**src/rtl/led_scan_ctrl.sv**
```systemverilog
`default_nettype none
// ============================================================================
//  Module      : led_scan_ctrl
//  Description : Scan controller for a 4-digit multiplexed 7-segment display.
//                Time-slices the digits into fixed slots, blanks the start of
//                every slot to suppress ghosting, applies per-digit enable and
//                global PWM brightness, and latches the digit data once per
//                frame so that a frame never shows a torn value.
//  Revision    : 1.0 - initial release
// ----------------------------------------------------------------------------
//  Ports
//    clk         in   1  system clock, all logic on posedge
//    rst         in   1  asynchronous, active-low reset
//    en          in   1  scan enable; low = display dark, scan held at digit 0
//    digit_en    in   4  per-digit enable, bit i = digit i
//    bright      in   4  PWM duty: 0 = off, 15 = full on
//    LED0..LED3  in   7  segment patterns for digits 0..3
//    LEDOUT      out  7  segment drive, registered
//    LEDSEL      out  4  anode select, active-low, one-hot-zero, registered
//    cur_digit   out  2  index of the digit whose slot is in progress
//    frame_done  out  1  one-cycle pulse at the end of the digit-3 slot
// ============================================================================
module led_scan_ctrl #(
  parameter int TICK_DIV  = 50000,
  parameter int BLANK_CYC = 64
) (
  input  logic       clk,
  input  logic       rst,
  input  logic       en,
  input  logic [3:0] digit_en,
  input  logic [3:0] bright,
  input  logic [6:0] LED0,
  input  logic [6:0] LED1,
  input  logic [6:0] LED2,
  input  logic [6:0] LED3,
  output logic [6:0] LEDOUT,
  output logic [3:0] LEDSEL,
  output logic [1:0] cur_digit,
  output logic       frame_done
);

  localparam int                 c_CNT_W     = $clog2(TICK_DIV);
  localparam logic [c_CNT_W-1:0] c_LAST      = c_CNT_W'(TICK_DIV - 1);
  localparam logic [c_CNT_W-1:0] c_BLANK_END = c_CNT_W'(BLANK_CYC - 1);
  localparam logic [c_CNT_W-1:0] c_CNT_ONE   = c_CNT_W'(1);
  // Only the low nibble of on_cnt matters for PWM, and the low nibble of a
  // difference depends only on the low nibbles of its operands.
  localparam logic [3:0]         c_BLANK_LO  = 4'(BLANK_CYC % 16);

  typedef enum logic [1:0] {
    S_IDLE  = 2'd0,
    S_BLANK = 2'd1,
    S_ON    = 2'd2
  } state_t;

  state_t             r_state;
  logic [c_CNT_W-1:0] r_slot_cnt;
  logic [1:0]         r_idx;
  logic [6:0]         r_shadow [4];

  logic [3:0]         w_on_lo;
  logic               w_pwm_ok;
  logic               w_lit;
  logic               w_wrap;

  assign w_on_lo   = r_slot_cnt[3:0] - c_BLANK_LO;
  assign w_pwm_ok  = (bright == 4'hF) || (w_on_lo < bright);
  assign w_lit     = (r_state == S_ON) && digit_en[r_idx] && w_pwm_ok;
  assign w_wrap    = (r_slot_cnt == c_LAST);
  assign cur_digit = r_idx;

  always_ff @(posedge clk or negedge rst) begin
    if (!rst) begin
      r_state    <= S_IDLE;
      r_slot_cnt <= '0;
      r_idx      <= 2'd0;
      for (int i = 0; i < 4; i++) r_shadow[i] <= '0;
      LEDSEL     <= 4'b1111;
      LEDOUT     <= '0;
      frame_done <= 1'b0;
    end else begin
      // Outputs reflect the state/counter values held before this edge.
      LEDSEL     <= w_lit ? ~(4'b0001 << r_idx) : 4'b1111;
      LEDOUT     <= w_lit ? r_shadow[r_idx] : 7'd0;
      frame_done <= 1'b0;

      if (!en) begin
        r_state    <= S_IDLE;
        r_slot_cnt <= '0;
        r_idx      <= 2'd0;
      end else begin
        case (r_state)
          S_BLANK, S_ON: begin
            if (w_wrap) begin
              r_slot_cnt <= '0;
              r_idx      <= r_idx + 2'd1;
              r_state    <= S_BLANK;
              // Frame boundary: the only place the shadows change mid-scan.
              if (r_idx == 2'd3) begin
                r_shadow[0] <= LED0;
                r_shadow[1] <= LED1;
                r_shadow[2] <= LED2;
                r_shadow[3] <= LED3;
                frame_done  <= 1'b1;
              end
            end else begin
              r_slot_cnt <= r_slot_cnt + c_CNT_ONE;
              if (r_slot_cnt == c_BLANK_END) r_state <= S_ON;
            end
          end
          default: begin
            // Leaving IDLE: digit 0 starts at slot_cnt 0 with fresh data.
            r_state     <= S_BLANK;
            r_slot_cnt  <= '0;
            r_idx       <= 2'd0;
            r_shadow[0] <= LED0;
            r_shadow[1] <= LED1;
            r_shadow[2] <= LED2;
            r_shadow[3] <= LED3;
          end
        endcase
      end
    end
  end

endmodule
`default_nettype wire

```
**config.mk**
```make
export PLATFORM = sky130hd
export DESIGN_NAME = led_scan_ctrl
export DESIGN_NICKNAME = d
export VERILOG_FILES = /design/src/rtl/led_scan_ctrl.sv
export SDC_FILE = /design/constraint.sdc
export NUM_CORES = 1
export LEC_CHECK = 0
export CORE_ASPECT_RATIO = 0.7
export CORE_MARGIN = 10
export CORE_UTILIZATION = 55
export DETAILED_ROUTE_END_ITERATION = 7
export DONT_BUFFER_PORTS = 1
export PLACE_DENSITY_LB_ADDON = 0.25
export SLEW_MARGIN = 20
export SYNTH_ARGS = -nofsm -noshare
export SYNTH_HDL_FRONTEND = slang
export SYNTH_SLANG_ARGS = --single-unit
```
**constraint.sdc**
```tcl
create_clock -name clk -period 2.6 [get_ports clk]
set_input_delay 0.13 -clock clk [delete_from_list [all_inputs] [get_ports clk]]
set_output_delay 0.13 -clock clk [all_outputs]
set_load 0.1 [all_outputs]
```
==> results of run 1 <==
[report_power, final]
group          switching, mW  leakage [nW]  total [mW]  internal [mW]
combinational         0.0771         0.613       0.238          0.161
clock                  0.345         0.101       0.840          0.495
sequential            0.0451         0.757        1.05           1.01
[cell families after synthesis]
kind of cell	share of synthesized area
AOI/OAI and AO/OA	0.01400
xor gates and xnor gates	0.04593
adders and majority gates	0.03937
buffers and inverters	0.03500
DFF	0.5267
muxes	0.2030
and+or+nand+nor	0.1361
[metrics by stage]
stage	hold slack, ns	std cells	power [mW]
3_5_place_dp	-0.1631	280	1.244
2_1_floorplan	-0.1656	216	1.218
5_1_grt	0.01747	327	2.214
3_3_place_gp	-0.1635	280	1.230
6_report	0.03998	327	2.131
4_1_cts	0.01370	327	2.143
[final cells by class]
type	instances	area, µm²	area share
repair buffers	34	362.8	0.1056
clock inverters	2	35.03	0.01020
flip-flops and latches	60	1508	0.4390
inverters	7	26.28	0.007650
multi-input cells	141	1254	0.3650
well taps	69	86.33	0.02514
clock buffers	14	162.7	0.04736
[registers in the layout, indices dropped and copies added (netlist names)]
name and cells:
LEDSEL 4, cur_digit 2, r_slot_cnt 16, r_state 2, r_shadow 28, LEDOUT 7
frame_done 1
[worst paths after layout]
| check | startpoint | to | slack, ns | cells past startpoint |
|---|---|---|---|---|
| max | r_slot_cnt[0] | r_shadow[1] | 0.26 | 7 |
| min | en | frame_done | 0.04 | 1 |
| max reg2reg | r_slot_cnt[0] | r_shadow[1] | 0.26 | 7 |
| min reg2reg | r_slot_cnt[0] | r_slot_cnt[0] | 0.50 | 1 |
| max in group asynchronous | rst | LEDSEL[1] | 2.00 | 2 |
| min in group asynchronous | rst | r_shadow[4] | 0.32 | 2 |
[cell usage in the layout (no fill, tap or decap), drive strengths merged, types with 6 or more instances in the layout]
master and n:
mux4 8, nand2 12, dfrtp 56, xnor2 11, inv 7, ha 9
and2 8, mux2 28, clkbuf 14, nand3 8, nor2 27, nor3 6
dlygate4sd3 30
[metal layers]
layer | global-route usage | vias to the layer above | routed length [µm]
met1 | 0.1848 | 874 | 2574
met2 | 0.2358 | 61 | 2825
met5 | 0 | - | 0
li1 | - | 815 | -
met3 | 0.06619 | 12 | 494
met4 | 0.05660 | 0 | 89
==> flow_summary_export.csv, run 1 <==
group,metric,value,unit
synthesis,synth.area.top_cells,"dfrtp_1, mux2_4, mux4_2",
pwr,leakage,1.471,nW
floorplanning,initial_core_util,0.5821,
synthesis,syn_avg_cell_area,13.24,µm²
global_route,grt_usage,0.1520,
place,numPortBuffers,0,
floorplanning,num_rows,21,
global_route,grt_max_degree,61,
final_layout,diodes,0,
timing,skew,0.01029,ns
timing,setup_viol,0,
synthesis,synth_edf_count,0,
synthesis,ys_seq_area_frac,0.5267,
final_layout,fillCellCount,332,
critical_path,path_max_fanout,23,
final_layout,postLayoutCoreUtil,0.6990,
place,gp_congestion,0.8440,
synthesis,async_flop_share,1.000,
synthesis,synthesis.nets,264,
critical_path,cp.buffers_inverters,1,
clock_tree,cts_made_buffers,9,
clock_tree,cts_resized,0,
critical_path,worst_setup_path_end_kind,"register",
detailed_routing,ant_nets,0,
place,dpl.hpwl,4124,µm
timing,rsz0062_at_grt,"no",
clock_tree,clk_latency,0.34,ns
synthesis,synth_common_cells,"dfrtp_1, nor2_1, mux2_4, nand2_1, xnor2_1",
timing,setup_tns,0,ns
synthesis,yosys.area.top_type,"dfrtp_1",
critical_path,cpMaxStageDelayCell,"dfrtp_1",
clock_tree,ctsRootBufferMaster,"clkbuf_8",
synthesis,synth_top_area_frac,0.4899,
timing,fmax,427.4,MHz
place,dpl-instance-area,2909,µm²
global_route,grt_pass1_vias,1864,
pwr,ir_worst_vdd,0.4646,mV
critical_path,max_stage_delay,0.40,ns
critical_path,cp.arrival,2.56,ns
detailed_routing,first_pass_iters,4,
detailed_routing,drt_iter0_drc,103,
critical_path,path_delay_family,"simple AND/OR/NAND/NOR gates",
job,max-cap-violations,0,
synthesis,synth_cells,216,
clock_tree,cts_setup_buffers,0,
critical_path,startpoint_type,"register",
detailed_routing,wire_per_inst,18.30,µm
synthesis,synth_top_flop_cell,"dfrtp_1",
outcome,status,"completed",
timing,min_period,2.340,ns
worst_hold_path,hold_class,"in2reg",
timing,slew_headroom,0.4123,
detailed_routing,drt-total-wl,5984,µm
clock_tree,clock_tree.buffer_depth,2,
critical_path,worstSetupPathType,"reg2reg",
synthesis,yosysMostFrequentCell,"dfrtp_1",
timing,maxSlewViolCount,0,
detailed_routing,viasPerCell,5.388,
final_layout,layout-area-overhead-vs-synth,20.08,%
synthesis,yosysWarnings,0,
clock_tree,htreeDepth,3,
detailed_routing,drc,0,
clock_tree,cts_tree,"yes",
global_route,antenna_found_initial,0,
floorplanning,coreArea,4913,µm²
global_route,grt-ovfl-total,0,
synthesis,synth_cell_types,34,
timing,hold_viol,0,
floorplanning,die_w,106.2,µm
global_route,grt_pass1_wl,9942,µm
final_layout,nets,301,
critical_path,crit_chain,"ha_1, and3_4, nand3_4, nor3_4, a22o_2, buf_12, mux2_2",
synthesis,ys_ff_latch,60,
timing,fin_crit_sh,0.8999,
floorplanning,io-pin-count,53,
final_layout,drive_gt1_frac,0.2558,
floorplanning,die_h,80.34,µm
place,pre_cts_slack,0.2738,ns
final_layout,fin_area,3435,µm²
synthesis,netlist_area,2860,µm²
floorplanning,die-area,8531,µm²
clock_tree,path_clk_slew,0.06,ns
timing,layout_setup_ws,0.2603,ns
timing,worst_pin_slew,0.8821,ns
clock_tree,cts_hold_buf,31,
critical_path,required,2.82,ns
pwr,p_per_area,620.4,nW/µm²
detailed_routing,vias,1762,
clock_tree,cts_sinks,60,
Power figures use the tool's default switching activity.
==> run 2, diff against run 1 <==
==> constraint.sdc (replaced) <==
create_clock -name clk -period 2 [get_ports clk]
set_input_delay 0.1 -clock clk [delete_from_list [all_inputs] [get_ports clk]]
set_output_delay 0.1 -clock clk [all_outputs]
set_load 0.1 [all_outputs]
==> flow_summary_export.csv, run 2 (same netlist as run 1, synthesis figures left out) <==
group,metric,value,unit
clock_tree,clock_tree.buffer_depth,2,
clock_tree,cts_sinks,60,
timing,skew,0.006431,ns
critical_path,worst_setup_path_end_kind,"register",
floorplanning,coreArea,4913,µm²
timing,setup_viol,0,
pwr,p_int,2.219,mW
detailed_routing,viasPerCell,5.442,
critical_path,startpoint_type,"register",
clock_tree,htreeDepth,3,
pwr,p_switching,623.7,µW
pwr,pwr-share-comb,0.115,
timing,slew_headroom,0.6660,
timing,min_period,1.918,ns
detailed_routing,first_pass_iters,4,
global_route,grt_pass1_wl,10450,µm
global_route,antenna_found_initial,0,
final_layout,final_cell_mix,"dfrtp_1, dlygate4sd3_1, nor2_1",
place,gp_congestion,0.8530,
critical_path,path_max_fanout,14,
pwr,clock_power_share,0.402,
detailed_routing,drt_iter0_drc,86,
final_layout,final_common_cell,"dfrtp_1",
critical_path,required,2.21,ns
global_route,grt_usage,0.1562,
global_route,use_met3,0.07337,
detailed_routing,wire_per_inst,18.86,µm
global_route,grt-ovfl-total,0,
detailed_routing,drt-total-wl,6392,µm
final_layout,largest_register_ff_count,28,
pwr,ir_worst_vdd,0.4185,mV
global_route,met1_usage,0.1775,
pwr,leakage,1.548,nW
detailed_routing,drc,0,
final_layout,diodes,0,
clock_tree,cts_tree,"yes",
timing,worst_pin_slew,0.5021,ns
floorplanning,die-area,8531,µm²
global_route,busiest_layer,"met2",
job,max-cap-violations,0,
final_layout,regMostFlops,"r_shadow",
floorplanning,initial_core_util,0.5821,
pwr,p_per_area,796.7,nW/µm²
floorplanning,die_w,106.2,µm
global_route,grt_max_degree,61,
global_route,grtUsageMet2,0.2580,
place,numPortBuffers,0,
timing,fin_crit_sh,0.9589,
place,dpl.hpwl,4175,µm
timing,maxSlewViolCount,0,
clock_tree,path_clk_slew,0.06,ns
detailed_routing,ant_nets,0,
final_layout,fin_cells,339,
timing,hold_viol,0,
detailed_routing,vias,1845,
critical_path,worstSetupPathType,"reg2reg",
timing,fmax,521.4,MHz
floorplanning,num_rows,21,
critical_path,cp.arrival,2.13,ns
final_layout,nets,314,
clock_tree,ctsRootBufferMaster,"clkbuf_8",
floorplanning,die_h,80.34,µm
final_layout,reg_top3,"r_shadow (28), r_slot_cnt (16), LEDOUT (7)",
clock_tree,clk_latency,0.33,ns
clock_tree,cts_made_buffers,9,
worst_hold_path,hold_class,"in2reg",
floorplanning,io-pin-count,53,
pwr,p_seq_frac,0.483,
outcome,status,"completed",
final_layout,drive_gt1_frac,0.3000,
place,dp_cells,292,
final_layout,layout-area-overhead-vs-synth,24.76,%
pwr,swShare,0.2194,
global_route,grt_pass1_vias,2032,
timing,setup_tns,0,ns
timing,rsz0062_at_grt,"no",
-- run 2: cell count changes in the layout (fill, tap and decap cells not counted) --
cell	delta
a22o_2	-1
a22o_4	+1
buf_4	+12
bufinv_16	+1
clkbuf_1	-2
clkbuf_16	+1
clkbuf_8	-2
clkinv_2	+1
clkinvlp_4	+1
dfrtp_1	-1
dfrtp_4	+1
-- run 2: power by group through the flow --
stage / Clock (mW) / Sequential [mW] / Combinational [mW]
floorplan: 0 / 1.36 / 0.220
global placement: 0 / 1.38 / 0.222
detailed placement: 0 / 1.39 / 0.234
CTS: 1.17 / 1.37 / 0.315
global route: 1.23 / 1.38 / 0.349
finish: 1.14 / 1.37 / 0.326
-- run 2: layer usage --
layer / vias to the layer above / share of wire
met2: 72 / 0.48
met3: 8 / 0.080
li1: 837 / -
met1: 928 / 0.42
met5: - / 0
met4: 0 / 0.012
-- run 2: timing repair --
item,4_1_cts,5_1_grt
setup buffers,0,0
hold endpoints to repair,92,0
setup endpoints to repair,0,28
hold buffers,31,0
gates resized for setup,0,1
-- run 2: path summary, 6_finish.rpt --
| path | start | to | slack, ns | cells after the start |
|---|---|---|---|---|
| max | r_slot_cnt[1] | r_shadow[4] | 0.08 | 7 |
| min | bright[2] | LEDSEL[1] | 0.18 | 4 |
| max reg2reg | r_slot_cnt[1] | r_shadow[4] | 0.08 | 7 |
| min reg2reg | r_shadow[8] | r_shadow[8] | 0.51 | 1 |
| max in group asynchronous | rst | LEDSEL[2] | 1.42 | 2 |
| min in group asynchronous | rst | r_shadow[21] | 0.29 | 2 |
-- run 2: through the flow --
stage | area (µm²) | utilization | power (mW) | hold slack, ns | setup WS (ns)
after global routing | 3568 | 0.7263 | 2.963 | 0.1701 | 0.001520
after detailed placement | 3003 | 0.6112 | 1.623 | -0.1939 | 0.03529
final | 3568 | 0.7263 | 2.843 | 0.1760 | 0.08221
after CTS | 3536 | 0.7196 | 2.853 | 0.1603 | 0.01639
after floorplan | 2868 | - | 1.584 | -0.1956 | 0.03300
after global placement | 3003 | 0.6112 | 1.599 | -0.1937 | 0.09838
-- run 2: critical path: stages (launching register included) --
cell	delay, ns
dfrtp_1	0.39
ha_1	0.22
and3_4	0.23
nand3_4	0.10
nor3_4	0.16
a22o_4	0.18
buf_12	0.16
mux2_2	0.35
-- run 2: layout make-up --
cell class              instances  area, µm²
clock buffers                  10      127.6
clock inverters                 5      77.57
fillers                       329       1345
inverters                       7      26.28
multi-input cells             141       1261
flip-flops and latches         60       1511
well taps                      69      86.33
repair buffers                 47      478.0
==> run 3, diff against run 2 <==
--- a/config.mk
+++ b/config.mk
@@ -10,7 +10,8 @@
 export CORE_UTILIZATION = 55
 export DETAILED_ROUTE_END_ITERATION = 7
 export DONT_BUFFER_PORTS = 1
-export PLACE_DENSITY_LB_ADDON = 0.25
+export PLACE_DENSITY_LB_ADDON = 0.12
+export SKIP_LAST_GASP = 1
 export SLEW_MARGIN = 20
 export SYNTH_ARGS = -nofsm -noshare
 export SYNTH_HDL_FRONTEND = slang
==> constraint.sdc (replaced) <==
create_clock -name clk -period 2 [get_ports clk]
set_input_delay 0.1 -clock clk [delete_from_list [all_inputs] [get_ports clk]]
set_output_delay 0.1 -clock clk [all_outputs]
set_load 0.02 [all_outputs]
==> flow_summary_export.csv, run 3 (same netlist as run 1, synthesis figures left out) <==
group,metric,value,unit
outcome,status,"completed",
final_layout,fin_cells,336,
timing,setup_viol,0,
detailed_routing,drc,0,
detailed_routing,vias,1796,
critical_path,startpoint_type,"register",
clock_tree,cts_resized,0,
timing,setup_tns,0,ns
timing,worst_pin_slew,0.4430,ns
clock_tree,htreeDepth,3,
pwr,power,2.784,mW
global_route,grt_pass1_wl,9791,µm
place,pre_cts_slack,0.08429,ns
timing,min_period,1.909,ns
final_layout,drive_gt1_frac,0.2772,
final_layout,final_cell_mix,"dfrtp_1, dlygate4sd3_1, nor2_1",
pwr,ir_worst_vdd,0.5105,mV
clock_tree,ctsRootBufferMaster,"clkbuf_8",
global_route,grt_pass1_vias,1867,
place,gp_congestion,0.8380,
global_route,grt_max_degree,61,
final_layout,layout-area-overhead-vs-synth,23.01,%
final_layout,largest_register_ff_count,28,
detailed_routing,drt_iter0_drc,94,
final_layout,final_common_cell,"dfrtp_1",
clock_tree,cts_sinks,60,
critical_path,crit_start,"r_slot_cnt[0]",
global_route,grt_usage,0.1470,
timing,rsz0062_at_grt,"no",
clock_tree,clock_tree.buffer_depth,2,
global_route,antenna_found_initial,0,
critical_path,r2r_slack,0.09,ns
timing,layout_setup_ws,0.09098,ns
final_layout,diodes,0,
timing,fin_crit_sh,0.9545,
floorplanning,die_w,106.2,µm
timing,hold_viol,0,
detailed_routing,ant_nets,0,
detailed_routing,viasPerCell,5.345,
global_route,grt-ovfl-total,0,
timing,maxSlewViolCount,0,
critical_path,cp.arrival,2.13,ns
worst_hold_path,min-delay-start,"bright[2]",
place,dp_cells,288,
floorplanning,coreArea,4913,µm²
floorplanning,initial_core_util,0.5821,
floorplanning,num_rows,21,
pwr,leakage,1.524,nW
clock_tree,clk_latency,0.34,ns
final_layout,fillCellCount,334,
floorplanning,die_h,80.34,µm
pwr,p_per_area,791.4,nW/µm²
final_layout,regMostFlops,"r_shadow",
final_layout,reg_top3,"r_shadow (28), r_slot_cnt (16), LEDOUT (7)",
critical_path,worstSetupPathType,"reg2reg",
clock_tree,path_clk_slew,0.07,ns
worst_hold_path,hold_class,"in2reg",
floorplanning,io-pin-count,53,
critical_path,worst_setup_path_end_kind,"register",
place,dpl.hpwl,4034,µm
detailed_routing,drt-total-wl,6142,µm
clock_tree,cts_made_buffers,9,
timing,skew,0.009455,ns
clock_tree,cts_tree,"yes",
final_layout,nets,310,
place,numPortBuffers,0,
critical_path,required,2.22,ns
critical_path,path_max_fanout,14,
timing,fmax,523.8,MHz
floorplanning,die-area,8531,µm²
detailed_routing,wire_per_inst,18.28,µm
timing,slew_headroom,0.7020,
critical_path,r2r-start,"r_slot_cnt[0]",
detailed_routing,first_pass_iters,4,
job,max-cap-violations,0,
==> run 3: path summary, 6_finish.rpt <==
kind / endpoint / cells after the start
max reg2reg: r_shadow[23] / 7
min reg2reg: r_shadow[1] / 1
max in group asynchronous: LEDSEL[3] / 2
min in group asynchronous: LEDOUT[6] / 2
min: LEDSEL[0] / 4
max: r_shadow[23] / 7
==> run 3: cell type report <==
| cell class | instances | area (µm²) | area share |
|---|---|---|---|
| well taps | 69 | 86.33 | 0.02454 |
| multi-input cells | 141 | 1254 | 0.3563 |
| clock buffers | 14 | 162.7 | 0.04623 |
| flip-flops and latches | 60 | 1506 | 0.4282 |
| repair buffers | 43 | 447.9 | 0.1273 |
| inverters | 7 | 26.28 | 0.007468 |
| clock inverters | 2 | 35.03 | 0.009957 |
==> run 3: critical path: stages, from the launching register on <==
cell and delay, ns:
dfrtp_1 0.35, ha_1 0.22, and3_4 0.24, nand3_4 0.10, nor3_4 0.14, a22o_2 0.22
clkbuf_16 0.21, mux2_4 0.32
==> run 3: where the power goes <==
group,leakage [nW],internal (mW),switching [mW]
sequential,0.759,1.31,0.0558
clock,0.101,0.643,0.450
combinational,0.664,0.217,0.107
total,1.52,2.17,0.613
==> run 3: per-layer routing <==
layer | vias up | wire length, µm | GRT usage
met1 | 902 | 2711 | 0.1806
li1 | 829 | - | -
met3 | 8 | 492 | 0.06539
met2 | 57 | 2850 | 0.2241
met5 | - | 0 | 0
met4 | 0 | 87 | 0.05660
==> run 3: repair_timing <==
item / 4_1_cts / 5_1_grt
endpoints found under the hold margin: 92 / 0
endpoints found under the setup margin: 0 / 5
hold buffers: 31 / 0
buffers inserted: 0 / 0
==> run 3: through the flow <==
stage,instance area [µm²],hold WS [ns],util
after floorplan,2860,-0.1956,-
after global placement,2968,-0.1939,0.6040
after detailed placement,2968,-0.1942,0.6040
after CTS,3493,0.1368,0.7110
after global routing,3518,0.1622,0.7161
final,3518,0.1497,0.7161
